File: src/rtl/uart_rx_ctrl_fsm.sv
// UART receive frame sequencer: start detect, oversample/bit counting, checker strobes.
// Define UART_RX_FRAME_ERR_EN to add the frm_err output for rejected frames.
module uart_rx_ctrl_fsm #(
    parameter int DATA_WIDTH = 8,
    parameter int PRESC_W    = 6
) (
    input  logic               clk,
    input  logic               RST,
    input  logic               rx_in,
    input  logic [PRESC_W-1:0] prescale,
    input  logic               par_en,
    input  logic               strt_glitch,
    input  logic               par_err,
    input  logic               stp_err,
    output logic [PRESC_W-1:0] edge_cnt,
    output logic [3:0]         bit_cnt,
    output logic               dat_samp_en,
    output logic               strt_chk_en,
    output logic               deser_en,
    output logic               par_chk_en,
    output logic               stp_chk_en,
    output logic               rst_check,
`ifdef UART_RX_FRAME_ERR_EN
    output logic               data_valid,
    output logic               frm_err
`else
    output logic               data_valid
`endif
);

    typedef enum logic [2:0] {
        S_IDLE   = 3'd0,
        S_START  = 3'd1,
        S_DATA   = 3'd2,
        S_PARITY = 3'd3,
        S_STOP   = 3'd4,
        S_CHECK  = 3'd5
    } state_t;

    state_t             state_r, state_s;
    logic [PRESC_W-1:0] edge_r, edge_s, edge_inc_s;
    logic [PRESC_W-1:0] presc_r, presc_s;
    logic [PRESC_W-1:0] chk_cur_s, last_cur_s, chk_nxt_s;
    logic [3:0]         bit_r, bit_s, bit_inc_s;
    logic               par_en_r, par_en_s, wrap_s;
    logic               samp_r, samp_s, strt_r, strt_s, deser_r, deser_s;
    logic               par_r, par_s, stp_r, stp_s, rstc_r, rstc_s;
    logic               dv_s, fe_s;

    // Timing points of the frame in flight come from the latched prescale.
    assign chk_cur_s  = (presc_r >> 1) + PRESC_W'(2);
    assign last_cur_s = presc_r - PRESC_W'(1);
    assign chk_nxt_s  = (presc_s >> 1) + PRESC_W'(2);
    assign wrap_s     = (edge_r == last_cur_s);
    assign edge_inc_s = wrap_s ? {PRESC_W{1'b0}} : (edge_r + PRESC_W'(1));
    assign bit_inc_s  = wrap_s ? (bit_r + 4'd1) : bit_r;

    // State, counter, latched frame configuration and registered strobe outputs.
    always_ff @(posedge clk or negedge RST) begin
        if (!RST) begin
            state_r  <= S_IDLE;
            edge_r   <= {PRESC_W{1'b0}};
            bit_r    <= 4'd0;
            presc_r  <= {PRESC_W{1'b0}};
            par_en_r <= 1'b0;
            samp_r   <= 1'b0;
            strt_r   <= 1'b0;
            deser_r  <= 1'b0;
            par_r    <= 1'b0;
            stp_r    <= 1'b0;
            rstc_r   <= 1'b0;
        end else begin
            state_r  <= state_s;
            edge_r   <= edge_s;
            bit_r    <= bit_s;
            presc_r  <= presc_s;
            par_en_r <= par_en_s;
            samp_r   <= samp_s;
            strt_r   <= strt_s;
            deser_r  <= deser_s;
            par_r    <= par_s;
            stp_r    <= stp_s;
            rstc_r   <= rstc_s;
        end
    end

    // Next-state and counter sequencing.
    always_comb begin
        state_s  = state_r;
        edge_s   = edge_inc_s;
        bit_s    = bit_inc_s;
        presc_s  = presc_r;
        par_en_s = par_en_r;
        case (state_r)
            S_IDLE: begin
                if (!rx_in) begin
                    state_s  = S_START;
                    edge_s   = PRESC_W'(1);
                    bit_s    = 4'd0;
                    presc_s  = prescale;
                    par_en_s = par_en;
                end else begin
                    edge_s = {PRESC_W{1'b0}};
                    bit_s  = 4'd0;
                end
            end
            S_START: begin
                if (wrap_s && strt_glitch) begin
                    state_s = S_IDLE;
                    bit_s   = 4'd0;
                end else if (wrap_s) begin
                    state_s = S_DATA;
                end else begin
                    state_s = S_START;
                end
            end
            S_DATA: begin
                if (wrap_s && (bit_r == 4'(DATA_WIDTH))) begin
                    state_s = par_en_r ? S_PARITY : S_STOP;
                end else begin
                    state_s = S_DATA;
                end
            end
            S_PARITY: begin
                if (wrap_s) begin
                    state_s = S_STOP;
                end else begin
                    state_s = S_PARITY;
                end
            end
            S_STOP: begin
                // Leave mid stop bit so a following start edge is never missed.
                if (edge_r == chk_cur_s) begin
                    state_s = S_CHECK;
                end else begin
                    state_s = S_STOP;
                end
            end
            S_CHECK: begin
                state_s = S_IDLE;
                edge_s  = {PRESC_W{1'b0}};
                bit_s   = 4'd0;
            end
            default: begin
                state_s = S_IDLE;
                edge_s  = {PRESC_W{1'b0}};
                bit_s   = 4'd0;
            end
        endcase
    end

    // Output decode: strobes are precomputed for the next cycle and registered;
    // the frame verdict is gated in CHECK because the checker answers only then.
    always_comb begin
        samp_s  = (state_s != S_IDLE);
        strt_s  = (state_s == S_START)  && (edge_s == chk_nxt_s);
        deser_s = (state_s == S_DATA)   && (edge_s == chk_nxt_s);
        par_s   = (state_s == S_PARITY) && (edge_s == chk_nxt_s);
        stp_s   = (state_s == S_STOP)   && (edge_s == chk_nxt_s);
        rstc_s  = (state_r == S_IDLE)   && (state_s == S_START);
        if (state_r == S_CHECK) begin
            dv_s = ~stp_err & ~(par_en_r & par_err);
            fe_s = stp_err | (par_en_r & par_err);
        end else begin
            dv_s = 1'b0;
            fe_s = 1'b0;
        end
    end

    assign edge_cnt    = edge_r;
    assign bit_cnt     = bit_r;
    assign dat_samp_en = samp_r;
    assign strt_chk_en = strt_r;
    assign deser_en    = deser_r;
    assign par_chk_en  = par_r;
    assign stp_chk_en  = stp_r;
    assign rst_check   = rstc_r;
    assign data_valid  = dv_s;
`ifdef UART_RX_FRAME_ERR_EN
    assign frm_err     = fe_s;
`else
    logic unused_fe_s;
    assign unused_fe_s = fe_s;
`endif

endmodule

File: config.mk
export PLATFORM = sky130hd
export DESIGN_NAME = uart_rx_ctrl_fsm
export DESIGN_NICKNAME = d
export VERILOG_FILES = /design/src/rtl/uart_rx_ctrl_fsm.sv
export SDC_FILE = /design/constraint.sdc
export NUM_CORES = 1
export LEC_CHECK = 0
export BUFFER_PORTS_ARGS = -buffer_cell sky130_fd_sc_hd__buf_2
export CAP_MARGIN = 20
export CORE_MARGIN = 1.5
export CORE_UTILIZATION = 45
export CTS_CLUSTER_SIZE = 30
export DETAILED_ROUTE_END_ITERATION = 10
export PLACE_DENSITY = 0.7
export SETUP_SLACK_MARGIN = 0.2
export SLEW_MARGIN = 30
export SYNTH_ARGS = -nofsm -noshare
export SYNTH_HDL_FRONTEND = slang
export SYNTH_SLANG_ARGS = --single-unit
File: constraint.sdc
create_clock -name clk -period 4.2 [get_ports clk]
set_input_delay 0.84 -clock clk [delete_from_list [all_inputs] [get_ports clk]]
set_output_delay 0.84 -clock clk [all_outputs]
set_load 0.03 [all_outputs]
* After elaboration in Yosys (flattened, before gate mapping)
Cells that the tools add are included.
** Storage, ports and cells
- Output and inout port bits :: 17
- Logic and storage cells :: 64
- Register bits after elaboration :: 26
- Input port bits :: 13
** Operators by class
- Muxes and demuxes :: 17
- Reductions and logical operators :: 12
- $add $sub $neg :: 5
- Bitwise logic cells :: 5
- Eq/ne operators :: 13
** Operators by type and width (count)
- $eq 6x6->1 :: 3
- $mux 6 :: 3
- $pmux 3 s5 :: 1
- $add 5x2->6 const B :: 2
- $eq 3x2->1 const B :: 4
- $mux 3 :: 4
- $pmux 6 s2 :: 1
- $eq 3x3->1 const B :: 3
- $mux 4 :: 2
- $pmux 4 s2 :: 1
- $logic_and 1x1->1 :: 7
- $add 6x1->6 const B :: 1
- $eq 3x1->1 const B :: 2
- $sub 6x1->6 const B :: 1
- $add 4x1->4 const B :: 1
- $eq 4x4->1 const B :: 1
- $mux 2 :: 2
- $reduce_or 4->1 :: 1
- $logic_not 3->1 :: 1
- $mux 1 :: 3
- $not 1->1 :: 3
- $reduce_bool 3->1 :: 1
- $reduce_or 3->1 :: 1
- $and 1x1->1 :: 2
- $reduce_and 2->1 :: 1

* Depth between registers and ports, before layout
- Word-level depth :: 7
- Mapped depth :: 15
- Mapped depth without buffers :: 12

* Worst setup path before layout
No wires, ideal clock.
- Path kind :: input port to output port
- Start :: input par_err
- End :: output data_valid
- Path slack :: 0.938 ns
- Data required time :: 3.360 ns
- Cell stages on the path :: 1
- Path buffers :: 0
- Data arrival time :: 2.422 ns
- Path through :: a2111oi_0
** Between the ends
- Longest elaborated chain between the ends :: 4
** Ends and longest elaborated chain
- start, declared :: RTL line 13 : input logic par_err,
- $and 1x1->1
- $not 1->1 :: RTL line 162 : dv_s = ~stp_err & ~(par_en_r & par_err);
- $and 1x1->1 :: RTL line 162
- $mux 1 :: RTL line 161 : if (state_r == S_CHECK) begin
- end, declared :: RTL line 27 : output logic data_valid
Every way passes these cells.

* Final worst setup path
- Start :: input rx_in
- End :: register deser_r (netlist: deser_en)
** Between the ends
- Longest elaborated chain between the ends :: 5
- Elaborated cells on any way between the ends :: 10
- Classes of those cells :: add/sub (1); eq/ne (2); mux (6); reduce/logical (1)
** Ends and longest elaborated chain
- start, declared :: RTL line 9 : input logic rx_in,
- $mux 6 :: RTL line 96 : if (!rx_in) begin
- $mux 6 :: RTL line 94 : case (state_r)
- named net presc_s[3] :: RTL line 42 : logic [PRESC_W-1:0] presc_r, presc_s;
- $add 5x2->6 :: RTL line 53 : assign chk_nxt_s = (presc_s >> 1) + PRESC_W'(2);
- $eq 6x6->1 :: RTL line 157 : deser_s = (state_s == S_DATA) && (edge_s == chk_nxt_s);
- $logic_and 1x1->1 :: RTL line 157
- named net deser_s :: RTL line 46 : logic samp_r, samp_s, strt_r, strt_s, deser_r, deser_s;
- end signal, assigned :: RTL line 80 : deser_r <= deser_s;
- end, declared :: RTL line 46
The timed path passes the listed nets, and every way through them passes these cells.
A chain may end at the register's enable or synchronous reset.

==> flow_summary.json <==
{
  "dieHeight_um": 65.2,
  "cp_data_required_time_ns": 4.38,
  "cts_sinks": 26,
  "whs_ns": 0.551,
  "critPathKind": "input pin to flip-flop",
  "num_rows": 22,
  "numPortBuffers": 29,
  "dp_hpwl_um": 2880,
  "synth_nets": 207,
  "synth_top_family_by_area": "simple AND/OR/NAND/NOR gates",
  "p_leak_nw": 0.918,
  "place_congestion": 0.856,
  "post-cts-setup-buffer-count": 0,
  "yosysMostFrequentCell": "dfrtp_1",
  "drt_wl_total_um": 3800,
  "first_iter_violations": 48,
  "synth_seq_cells": 26,
  "synth_area_um2": 1740,
  "clock-root-buffer": "clkbuf_8",
  "vias": 1422,
  "synth_edf_count": 0,
  "fin_setup_tns_ns": 0,
  "numCtsBuffers": 3,
  "critPathCaptureType": "flip-flop",
  "yosysWarningCount": 0,
  "ys_seq_area_share_pct": 37.4,
  "post-route-period-util_pct": 78.5,
  "finalMaxSlewViolations": 0,
  "grt_pass1_wl_um": 6240,
  "synth_cells": 186,
  "maxSlewHeadroom_pct": 59.9,
  "core_um2": 3690,
  "grt_max_degree": 27,
  "dp_cells": 255,
  "yosys-top-cells-count": "26 x dfrtp_1, 22 x xnor2_1, 15 x inv_1",
  "synthFlopType": "dfrtp_1",
  "synthMuxAreaShare_pct": 5.61,
  "grt_overflow_total": 0,
  "worstMarginPinSlew_ns": 0.601,
  "drt_first_pass_iters": 4,
  "cts-resized-gates": 0,
  "synth_fa_ha_area_share_pct": 5.76,
  "fin_worst_skew_ns": 0.00671,
  "clk_pin_slew_ns": 0.10,
  "final_hold_viol_count": 0,
  "drive_above_1_share_pct": 21.3,
  "postCtsHoldBufs": 0,
  "syn_area_per_cell_um2": 9.35,
  "synth-compound-area-share_pct": 12.9,
  "async_flop_share_pct": 100,
  "yosys.area_share.simple_pct": 18.7,
  "maxCapViolCount": 0,
  "drc": 0,
  "cp.arrival_ns": 3.48,
  "cts_max_path_buffers": 2,
  "antenna_found_initial": 0,
  "ir_drop_mv": 0.430,
  "finalNonFillerCells": 259,
  "synthXorXnorAreaFrac_pct": 13.1,
  "ios": 30,
  "setup_viol": 0,
  "period_needed_ns": 3.30,
  "outcome": "completed",
  "antenna_cells": 0,
  "cts_tree": "done",
  "rsz0062_at_grt": "false",
  "wl_per_cell_um": 14.7,
  "start_kind": "input pin",
  "area_growth_pct": 13.0,
  "clock_latency_ns": 0.28,
  "fillers": 354,
  "synth_top_cell_area_share_pct": 37.4,
  "h-tree-depth": 1,
  "max_freq_mhz": 303,
  "ys_types": 44,
  "dieArea_um2": 4250,
  "powerDensity_nw_per_um2": 786,
  "final_nets": 233,
  "die_w_um": 65.2,
  "start_util_pct": 47.2,
  "crit_path_max_fanout": 11,
  "yosysTopAreaCell": "dfrtp_1",
  "antenna_left": 0,
  "synth_area_leaders": "dfrtp_1 37%, xnor2_1 11%, ha_1 5.8%",
  "grt_pass1_vias": 1332,
  "hp-class": "input pin to async pin",
  "via_per_inst": 5.49,
  "track_usage_pct": 19.3
}
-- flip-flops by register name, summed over array words and instances (netlist names) --
signal       cells
strt_chk_en      1
rst_check        1
bit_cnt          4
par_chk_en       1
par_en_r         1
dat_samp_en      1
state_r          3
presc_r          6
edge_cnt         6
stp_chk_en       1
deser_en         1
-- metrics by stage --
step	setup slack [ns]	total power [mW]	utilization (%)	area (um^2)
detailed placement	0.621	1.33	51.4	1890
CTS	0.882	1.55	53.3	1970
global placement	0.717	1.32	51.4	1890
global route	0.627	1.66	53.3	1970
finish	0.902	1.54	53.3	1970
floorplan	0.938	1.15	-	1740
-- critical path, cell delays in order --
cell	delay (ns)
buf_2	0.11
or4_4	0.58
inv_1	0.29
nand2_1	0.09
o21ai_0	0.12
ha_1	0.26
nand3_1	0.12
mux2i_1	0.27
a211o_1	0.14
o211ai_1	0.07
mux2i_1	0.16
o211ai_2	0.16
nor4_1	0.26
-- final cells by class --
class                           count  area [um^2]  area share, %
Clock inverter                      1         30.0           1.53
Inverter                           15         56.3           2.86
Multi-Input combinational cell    136          975           49.6
Sequential cell                    26          651           33.1
Clock buffer                        3         41.3           2.10
Tap cell                           48         60.1           3.06
Timing Repair Buffer               30          153           7.77
-- metal layers --
layer,track usage (%),share of wire [%],vias to the layer above,wire length (um)
met5,0,0,-,0
met4,8.59,2.0,0,76
met3,2.57,3.9,7,148
met2,30.1,48,31,1830
met1,26.9,46,690,1750
li1,-,-,694,-
-- power by group --
group | total (mW) | leakage [nW] | internal (mW) | switching [mW]
clock | 0.212 | 0.0357 | 0.128 | 0.0840
sequential | 0.465 | 0.334 | 0.326 | 0.139
combinational | 0.868 | 0.548 | 0.383 | 0.485
total | 1.54 | 0.918 | 0.836 | 0.708
-- cells in the final DEF (no fill, tap or decap), types with 3 or more instances in the layout --
cell type / count
a21oi_1: 7
nor4_1: 3
ha_1: 8
xor2_1: 4
nand4_1: 3
mux2i_1: 6
o21ai_0: 9
nand3_1: 8
buf_2: 29
inv_1: 15
nand2_1: 13
clkbuf_8: 3
dfrtp_1: 26
nor2_1: 12
nor3_1: 6
xnor2_1: 22
-- cell families after synthesis --
| group | count (synthesis) |
|---|---|
| buffers and inverters | 24 |
| multiplexers | 9 |
| adder cells (fa/ha/maj) | 8 |
| flip-flops | 26 |
| XOR/XNOR | 26 |
| AND/OR/NAND/NOR | 61 |
| AO/OA/AOI/OAI | 32 |
-- worst paths after layout --
path	from	endpoint	slack (ns)	cells after the start
worst max-delay path	rx_in	deser_en	0.90	13
worst min-delay path	RST	edge_cnt[3]	0.55	1
worst max register to register	state_r[2]	deser_en	1.00	12
worst min register to register	par_en_r	par_en_r	0.55	2
max in group asynchronous	RST	bit_cnt[3]	3.25	1
min in group clk	par_en_r	par_en_r	0.55	2
No activity file was read; power rests on OpenSTA's default activity.
